`src/rtl/ddr2_read_engine.sv`:
```
// Purpose: issue credit-limited DDR2 MIG read commands and buffer the returned beats.
// Latency: rd_data_valid to dout_valid is 1 cycle with an empty buffer; first command 1 cycle after accept.
// Backpressure: dout_ready stalls the output; command issue stops when credits or app_af_afull run out.
//
// Ports:
//   clk0, rst0_n             - clock, asynchronous active-low reset
//   phy_init_done            - MIG calibration complete; gates req_ready
//   req_valid/req_ready      - request handshake; req_addr = start column, req_len = command count
//   app_af_*                 - MIG address FIFO write port (cmd 3'b001 = read)
//   rd_data_valid/_fifo_out  - MIG read return (cannot be back-pressured)
//   dout_valid/ready/data    - output stream; dout_last flags the final beat of the request
//   busy, done, rd_err       - status: request in progress, completion pulse, sticky overflow/stray error

// Generic first-word-fall-through FIFO. DEPTH must be a power of two so the
// pointers wrap naturally.
module ddr2_read_fifo #(
  parameter int WIDTH = 128,
  parameter int DEPTH = 16
) (
  input  logic                     clk0,
  input  logic                     rst0_n,
  input  logic                     push,
  input  logic [WIDTH-1:0]         push_dat,
  input  logic                     pop,
  output logic [WIDTH-1:0]         pop_dat,
  output logic [$clog2(DEPTH):0]   count,
  output logic                     full,
  output logic                     empty
);
  localparam int AW = $clog2(DEPTH);
  localparam logic [AW:0] FULL_CNT = (AW+1)'(DEPTH);

  logic [WIDTH-1:0] mem [DEPTH];
  logic [AW-1:0]    wr_ptr;
  logic [AW-1:0]    rd_ptr;
  logic             do_push;
  logic             do_pop;

  assign full    = (count == FULL_CNT);
  assign empty   = (count == '0);
  assign do_push = push && !full;
  assign do_pop  = pop && !empty;
  // Forced to zero when empty so the output bus is clean out of reset.
  assign pop_dat = empty ? '0 : mem[rd_ptr];

  always_ff @(posedge clk0) begin
    if (do_push) mem[wr_ptr] <= push_dat;
  end

  always_ff @(posedge clk0 or negedge rst0_n) begin
    if (!rst0_n) begin
      wr_ptr <= '0;
      rd_ptr <= '0;
      count  <= '0;
    end else begin
      if (do_push) wr_ptr <= wr_ptr + 1'b1;
      if (do_pop)  rd_ptr <= rd_ptr + 1'b1;
      case ({do_push, do_pop})
        2'b10:   count <= count + 1'b1;
        2'b01:   count <= count - 1'b1;
        default: ;
      endcase
    end
  end
endmodule

module ddr2_read_engine #(
  parameter int APPDATA_WIDTH = 128,
  parameter int BEATS_PER_CMD = 2,
  parameter int ADDR_STEP     = 4,
  parameter int FIFO_DEPTH    = 16,   // power of two, >= 2*BEATS_PER_CMD
  parameter int LEN_WIDTH     = 8
) (
  input  logic                     clk0,
  input  logic                     rst0_n,
  input  logic                     phy_init_done,
  input  logic                     req_valid,
  output logic                     req_ready,
  input  logic [30:0]              req_addr,
  input  logic [LEN_WIDTH-1:0]     req_len,
  input  logic                     app_af_afull,
  output logic                     app_af_wren,
  output logic [30:0]              app_af_addr,
  output logic [2:0]               app_af_cmd,
  input  logic                     rd_data_valid,
  input  logic [APPDATA_WIDTH-1:0] rd_data_fifo_out,
  output logic                     dout_valid,
  input  logic                     dout_ready,
  output logic [APPDATA_WIDTH-1:0] dout_data,
  output logic                     dout_last,
  output logic                     busy,
  output logic                     done,
  output logic                     rd_err
);
  localparam int CW = $clog2(FIFO_DEPTH) + 1;
  localparam int BW = LEN_WIDTH + $clog2(BEATS_PER_CMD);

  localparam logic [CW-1:0]        BPC_C     = CW'(BEATS_PER_CMD);
  localparam logic [CW:0]          DEPTH_C   = (CW+1)'(FIFO_DEPTH);
  localparam logic [30:0]          STEP_C    = 31'(ADDR_STEP);
  localparam logic [2:0]           CMD_READ  = 3'b001;
  localparam logic [LEN_WIDTH-1:0] LEN_ONE   = LEN_WIDTH'(1);
  localparam logic [BW-1:0]        BEATS_ONE = BW'(1);

  typedef enum logic [1:0] {S_IDLE, S_ISSUE, S_DRAIN, S_DONE} state_t;

  state_t               state;
  state_t               state_nxt;
  logic [LEN_WIDTH-1:0] cmds_left;
  logic [BW-1:0]        beats_left;
  logic [30:0]          cur_addr;
  logic [30:0]          issue_addr;
  logic [CW-1:0]        pending;
  logic [CW-1:0]        fifo_count;
  logic [CW:0]          committed;
  logic                 fifo_full;
  logic                 fifo_empty;
  logic                 accept;
  logic                 credit_ok;
  logic                 issue;
  logic                 ret_ok;
  logic                 push;
  logic                 pop;

  assign accept = req_valid && req_ready;

  // credits >= BEATS_PER_CMD, rearranged so nothing can underflow.
  assign committed = {1'b0, fifo_count} + {1'b0, pending} + {1'b0, BPC_C};
  assign credit_ok = (committed <= DEPTH_C);

  // A beat is only owed to us while pending is non-zero; anything else is stray.
  assign ret_ok = rd_data_valid && (pending != '0);
  assign push   = ret_ok && !fifo_full;
  assign pop    = dout_valid && dout_ready;

  assign dout_valid = !fifo_empty;
  assign dout_last  = dout_valid && (beats_left == BEATS_ONE);
  assign busy       = (state == S_ISSUE) || (state == S_DRAIN);
  assign done       = (state == S_DONE);

  ddr2_read_fifo #(
    .WIDTH (APPDATA_WIDTH),
    .DEPTH (FIFO_DEPTH)
  ) u_rd_fifo (
    .clk0     (clk0),
    .rst0_n   (rst0_n),
    .push     (push),
    .push_dat (rd_data_fifo_out),
    .pop      (pop),
    .pop_dat  (dout_data),
    .count    (fifo_count),
    .full     (fifo_full),
    .empty    (fifo_empty)
  );

  // The first command is decided in the accept cycle itself (using req_addr
  // directly) so app_af_wren can rise one cycle after the handshake.
  always_comb begin
    state_nxt  = state;
    issue      = 1'b0;
    issue_addr = cur_addr;
    case (state)
      S_IDLE: begin
        if (accept) begin
          issue_addr = req_addr;
          if (req_len == '0) begin
            state_nxt = S_DONE;
          end else begin
            issue     = !app_af_afull && credit_ok;
            state_nxt = (issue && (req_len == LEN_ONE)) ? S_DRAIN : S_ISSUE;
          end
        end
      end
      S_ISSUE: begin
        issue = (cmds_left != '0) && !app_af_afull && credit_ok;
        if (issue && (cmds_left == LEN_ONE)) state_nxt = S_DRAIN;
      end
      S_DRAIN: begin
        // Leave on the last-beat pop so done lands the very next cycle.
        if ((beats_left == '0) || (pop && (beats_left == BEATS_ONE))) state_nxt = S_DONE;
      end
      S_DONE:  state_nxt = S_IDLE;
      default: state_nxt = S_IDLE;
    endcase
  end

  always_ff @(posedge clk0 or negedge rst0_n) begin
    if (!rst0_n) begin
      state       <= S_IDLE;
      req_ready   <= 1'b0;
      cmds_left   <= '0;
      beats_left  <= '0;
      cur_addr    <= '0;
      pending     <= '0;
      app_af_wren <= 1'b0;
      app_af_addr <= '0;
      app_af_cmd  <= '0;
      rd_err      <= 1'b0;
    end else begin
      state       <= state_nxt;
      req_ready   <= phy_init_done && (state_nxt == S_IDLE);
      app_af_wren <= issue;
      if (issue) begin
        app_af_addr <= issue_addr;
        app_af_cmd  <= CMD_READ;
      end

      // Address wraps modulo 2^31 by virtue of the 31-bit register.
      if (issue)       cur_addr <= issue_addr + STEP_C;
      else if (accept) cur_addr <= req_addr;

      if (accept)     cmds_left <= req_len - LEN_WIDTH'(issue);
      else if (issue) cmds_left <= cmds_left - LEN_ONE;

      if (accept)
        beats_left <= BW'(req_len) * BW'(BEATS_PER_CMD);
      else if (pop && (beats_left != '0))
        beats_left <= beats_left - BEATS_ONE;

      pending <= pending + (issue ? BPC_C : '0) - (ret_ok ? CW'(1) : '0);

      if (rd_data_valid && ((pending == '0) || fifo_full)) rd_err <= 1'b1;
    end
  end
endmodule

```
`config.mk`:
```
export PLATFORM = sky130hd
export DESIGN_NAME = ddr2_read_engine
export DESIGN_NICKNAME = d
export VERILOG_FILES = /design/src/rtl/ddr2_read_engine.sv
export SDC_FILE = /design/constraint.sdc
export NUM_CORES = 2
export LEC_CHECK = 0
export CAP_MARGIN = 5
export CORE_MARGIN = 5
export CORE_UTILIZATION = 60
export DETAILED_ROUTE_END_ITERATION = 12
export PLACE_DENSITY = 0.75
export SLEW_MARGIN = 5
export SYNTH_ARGS = -nofsm -noshare
export SYNTH_HDL_FRONTEND = slang
export SYNTH_SLANG_ARGS = --single-unit
```
`constraint.sdc`:
```
create_clock -name clk0 -period 14.79 [get_ports clk0]
set_input_delay 1.479 -clock clk0 [delete_from_list [all_inputs] [get_ports clk0]]
set_output_delay 1.479 -clock clk0 [all_outputs]
set_load 0.02 [all_outputs]
```
Word level (Yosys, flattened, before mapping)
Memories as Yosys holds them, arrays and structs flattened.
Cells that the tools add are included.
- bits in registers: 103
- memory bits (writable): 2048
- bits of input ports: 174
- output and inout bits: 169
- logic and storage cells: 92
- memories kept: 1
- add/sub/neg operators: 12
- magnitude comparators: 1
- equal/unequal tests: 9
- mux-type cells: 22
- reduce and logical (&&, ||, !) cells: 34
- memory list (name ; words ; bits a word ; read ports ; clocked after memory_dff ; wr ports ; RTL line ; RTL):
    u_rd_fifo.mem ; 16 ; 128 ; 1 ; 0 ; 1 ; 33 ; logic [WIDTH-1:0] mem [DEPTH];
- operators with widths (operator ; count):
    128-bit 2-to-1 mux ; 1
    31-bit 2-to-1 mux ; 3
    31-bit by 3-bit adder with 31-bit output, second input constant ; 1
    9-bit 2-to-1 mux ; 2
    8-bit by 1-bit equality test with 1-bit output, second input constant ; 2
    1-bit logical AND ; 16
    8-bit 2-to-1 mux ; 2
    2-bit 2-to-1 mux ; 6
    5-bit zero test ; 2
    5-bit one-hot mux with 2 select lines ; 1
    9-bit by 1-bit equality test with 1-bit output, second input constant ; 1
    9-bit zero test ; 1
    9-bit nonzero test ; 1
    9-bit by 1-bit subtractor with 9-bit output, second input constant ; 1
    4-bit by 1-bit adder with 4-bit output, second input constant ; 2
    8-bit zero test ; 1
    2-bit one-hot mux with 4 select lines ; 1
    8-bit nonzero test ; 1
    8-bit by 1-bit subtractor with 8-bit output ; 1
    8-bit by 1-bit subtractor with 8-bit output, second input constant ; 1
    5-bit by 5-bit adder with 6-bit output ; 1
    6-bit by 2-bit adder with 6-bit output, second input constant ; 1
    2-bit equality test, second input constant ; 3
    6-bit by 5-bit less-or-equal comparator with 1-bit output, second input constant ; 1
    other kinds (13) ; 25

Longest topological paths before layout
- depth after elaboration: 11
- depth in mapped cells: 21
- depth with buffers taken out: 18

Modules after synthesis
From an unflattened synthesis, not the netlist that was laid out.
- cell total of the unflattened synthesis: 4869
- area total of the unflattened synthesis: 87999.4 um^2
- by module, submodules not included (module ; instances ; cells an instance ; area an instance (um^2) ; seq. area each (um^2)):
    ddr2_read_fifo ; 1 ; 4059 ; 81445.6 ; 61824.3
    ddr2_read_engine ; 1 ; 810 ; 6553.8 ; 2252.2

Worst setup path before layout
Ideal clock, no wire load.
- kind: input to register
- start: input rd_data_valid
- end: memory u_rd_fifo.mem[3][0] (enable)
- data arrival time: 10.663 ns
- required time: 14.018 ns
- path slack: 3.355 ns
- cell stages on the path: 4
- path buffers: 1
- path through: and2_1 > clkbuf_1 > nand2_1 > nor3_1
- longest elaborated chain between the ends: 5
- RTL lines (item ; RTL line ; RTL):
    start: declaration ; 85 ; input logic rd_data_valid,
    1-bit logical AND ; 132 ; assign ret_ok = rd_data_valid && (pending != '0);
    1-bit logical AND ; 133 ; assign push = ret_ok && !fifo_full;
    1-bit logical AND ; 41 ; assign do_push = push && !full;
    1-bit 2-to-1 mux ; 47 ; if (do_push) mem[wr_ptr] <= push_dat;
    1-bit 2-to-1 mux (not written as such) ; 47 ;
    end: declaration ; 33 ;
No other way between the ends.

Worst setup path after layout
- start: register u_rd_fifo.rd_ptr[0]
- end: output dout_data[103]
- longest elaborated chain between the ends: 2
- RTL lines (item ; RTL line ; RTL):
    start: declaration ; 35 ; logic [AW-1:0] rd_ptr;
    start signal: assignment ; 57 ; if (do_pop) rd_ptr <= rd_ptr + 1'b1;
    memory 16 x 128 bit ; -- ;
    128-bit 2-to-1 mux ; 44 ; assign pop_dat = empty ? '0 : mem[rd_ptr];
    end: declaration ; 89 ; output logic [APPDATA_WIDTH-1:0] dout_data,
No other way between the ends.

==> reports/metrics.csv <==
stage;metric;value;unit
synth;Netlist cell types;96;
sta;crit path time final;7.204;ns
worst_setup_path;CP Launch Type;flop;
grt;largest net degree at the start of global routing;143;
cts;clk root buf;clkbuf_16;
placement;pre-CTS WS;8.404;ns
grt;GR met3 Demand/Resource;5.873;%
detailed_routing;Total Routed Length;195.9;mm
detailed_routing;post-route ant nets;0;
worst_hold_path;HP Class;flop to flop;
sta;setup_tns;0;ns
worst_setup_path;R2R Setup Slk;10.16;ns
cells_and_area;Area Growth Syn to Fin;14.67;%
detailed_routing;post-route DRC violation count;0;
worst_setup_path;CP required;13.31;ns
detailed_routing;total number of vias;41560;
synth;adder-cell share of the synthesized area;0.6310;%
worst_setup_path;WS Path Type;flop to output pin;
cells_and_area;nets;4504;
synth;Synth Flop Type;edfxtp_1;
grt;Congestion Overflow GR;0;
pwr;Leakage;0.03079;uW
synth;Synth area leaders;edfxtp_1, mux4_2, dfrtp_1;
sta;highest clock rate;0.1388;GHz
sta;Clock Skews;0.02014;ns
cts;cts-stage hold buffer count;0;
grt;first-pass GRT wire length;288.2;mm
cts;CTS tree;yes;
cells_and_area;fin area;97310;um^2
synth;mux cell area share after synthesis;17.12;%
worst_setup_path;Worst R2R Path Depth;10;
cells_and_area;layout cell share with drive strength beyond 1;24.23;%
detailed_routing;Via-to-Cell Ratio;6.512;
floorplanning;Die X;386.1;um
detailed_routing;DR WL/cell;30.69;um
pwr;power per cell area;200.2;nW/um^2
cts;Reg clk slew, reported paths;0.06;ns
sta;RSZ-0062 raised after global routing;false;
placement;hpwl dp;96.99;mm
placement;Post-Place Cells;5969;
detailed_routing;Iteration-0 DRC Markers;4204;
synth;Avg Inst Size Synth;21.93;um^2
grt;initial antenna violation count;41;
cts;Worst-Skew Late Latency;0.84;ns
synth;Post-synth EDFFs;2048;
synth;#FFs+latches synth;2151;
sta;final setup vio count;0;
cts;CTS H-tree depth;4;
outcome;outcome;finished, final reports clean;
pwr;maximum vdd drop;0.1832;mV
placement;DP Area;90440;um^2
sta;Final Max Tran Viols;0;
cts;cts bufs inserted;208;
sta;Slew Limit Headroom;19.17;%
worst_setup_path;Crit. End Element;output pin;
worst_setup_path;Worst R2R Start;pending[2]$_DFF_PN0_;
grt;GR Util met1;37.24;%
floorplanning;Starting Density;60.16;%
synth;Compound-Gate Fraction of Synth Area;1.682;%
synth;Yosys top cell by area;edfxtp_1;
sta;Fin Hold WS;0.4757;ns
grt;Total GRT Usage;26.71;%
floorplanning;total die area;149100;um^2
detailed_routing;Pre-antenna DRT Iters;5;
synth;main combinational cell family by area after synthesis;multiplexers;
sta;Final period util;48.71;%
sta;Fin. Hold Viols;0;
worst_setup_path;Crit. Startpoint;u_rd_fifo.rd_ptr[0]$_DFFE_PN0P_;
cts;clk buf depth;3;
worst_setup_path;CP Capture Point;dout_data[103];
grt;Top Usage Layer GRT;met2;
flow_run;total of max-cap violations;0;
synth;Mapped Cells;3870;
worst_setup_path;FF-to-FF End;u_rd_fifo.mem[13][90]$_DFFE_PP_;
floorplanning;I/O pin count;343;
cts;cts repair resizes;0;
floorplanning;core area;141100;um^2
synth;top-area cell type share of the netlist area;72.47;%
grt;vias in the first global route;42770;
worst_setup_path;CP Max Fanout;47;
sta;Final WS setup;7.586;ns
synth;Synth Area in Simple Gates;3.306;%
placement;Placer Congestion;0.8387;
synth;Mapped Area;84860;um^2
placement;Buffers on Ports;340;
synth;xor and xnor fraction of the mapped netlist area;0.4025;%
cts;clock tree sinks;2151;
synth;yosys warns;0;
synth;sequential share of the synthesized area;75.51;%
grt;M2 GR Usage;43.52;%
floorplanning;die height;386.1;um
cts;post-CTS setup buffer count;0;
synth;Synth async-reset ratio;4.788;%
worst_setup_path;crit path DAT;5.72;ns
cells_and_area;final non-filler cell total;6382;
sta;Worst Tran Pin Value;1.210;ns
floorplanning;Row Count;138;
-- through the flow --
step	power (uW)	util, %
2_1_floorplan	12110	-
3_3_place_gp	14300	64.11
3_5_place_dp	14390	64.11
4_1_cts	19670	68.94
5_1_grt	20310	68.97
6_report	19480	68.98
-- report_power, final --
group / internal (uW) / switching, uW / leakage [uW]
registers: 7390 / 383 / 0.0197
clock network: 2990 / 2260 / 0.00331
logic: 3130 / 3330 / 0.00773
total: 13500 / 5970 / 0.0308
-- area by class of cell --
type / count / area, um^2
antenna: 22 / 55.05
inverter: 41 / 153.9
timing repair buffer: 421 / 4059
fill: 8474 / 43760
tap: 1890 / 2365
multi-input combinational: 1466 / 19770
sequential: 2151 / 64090
clock inverter: 147 / 1445
clock buffer: 244 / 5371
-- cell families (layout without fill, tap and decap cells) --
group                    count (synthesis)  count (layout)
other                                    1              24
AO/OA/AOI/OAI                          215             215
adder cells (fa/ha/maj)                 41              41
flip-flops                            2151            2151
multiplexers                           651             651
buffers and inverters                  254             853
AND/OR/NAND/NOR                        518             518
XOR/XNOR                                39              39
-- worst max-delay path, cell delays in order, from the launching register on --
cell	delay (ns)
dfrtp_4	1.06
buf_4	0.84
buf_4	0.86
mux4_2	0.65
mux4_2	0.54
and2_1	0.22
clkdlybuf4s50_1	0.55
-- layout by cell type, fill, tap and decap left out, drive strengths merged, types with 22 or more instances in the layout --
master         instances
nand4                 22
clkinv               106
o21ai                 61
clkbuf               244
dfrtp                103
xnor2                 22
a31oi                 36
nand2                141
nor2                  88
diode                 22
buf                   82
clkdlybuf4s50        339
bufinv                22
mux4                 640
edfxtp              2048
and2                 132
ha                    38
inv                   48
nand3                 37
a21oi                 30
-- worst min path at each step --
| stage | start | slack (ns) | to | cells past startpoint |
|---|---|---|---|---|
| floorplan | cur_addr[0]$_DFF_PN0_ | 0.48 | cur_addr[0]$_DFF_PN0_ | 1 |
| global placement | app_af_cmd[0]$_DFFE_PN0N_ | 0.45 | app_af_cmd[0]$_DFFE_PN0N_ | 1 |
| detailed placement | app_af_cmd[0]$_DFFE_PN0N_ | 0.46 | app_af_cmd[0]$_DFFE_PN0N_ | 1 |
| CTS | app_af_cmd[0]$_DFFE_PN0N_ | 0.48 | app_af_cmd[0]$_DFFE_PN0N_ | 1 |
| global route | app_af_cmd[0]$_DFFE_PN0N_ | 0.49 | app_af_cmd[0]$_DFFE_PN0N_ | 1 |
| finish | app_af_cmd[0]$_DFFE_PN0N_ | 0.48 | app_af_cmd[0]$_DFFE_PN0N_ | 1 |
-- sequential cells by signal (all words and copies together) (netlist names) --
name and cells:
state 2, u_rd_fifo.count 5, pending 5, u_rd_fifo.rd_ptr 4, u_rd_fifo.mem 2048, u_rd_fifo.wr_ptr 4
cur_addr 31, rd_err 1, cmds_left 8, req_ready 1, app_af_addr 31, app_af_wren 1
app_af_cmd 1, beats_left 9
-- metal layers --
| layer | share of wire (%) | wire length (um) |
|---|---|---|
| met1 | 38 | 75060 |
| met2 | 51 | 98980 |
| met3 | 8.5 | 16740 |
| met4 | 2.5 | 4897 |
| met5 | 0.10 | 205 |
-- synth_stat cells, types with 17 or more instances --
cell type  count
ha_1          38
buf_2         67
clkbuf_1     114
edfxtp_1    2048
inv_1         40
nand4_1       21
nand3_1       36
o21ai_0       53
nor2_1        87
xnor2_1       22
buf_1         17
xor2_1        17
mux4_2       640
nand2_1      141
a21oi_1       28
a31oi_1       36
and2_1       132
dfrtp_1      103
Power figures use the tool's default switching activity.
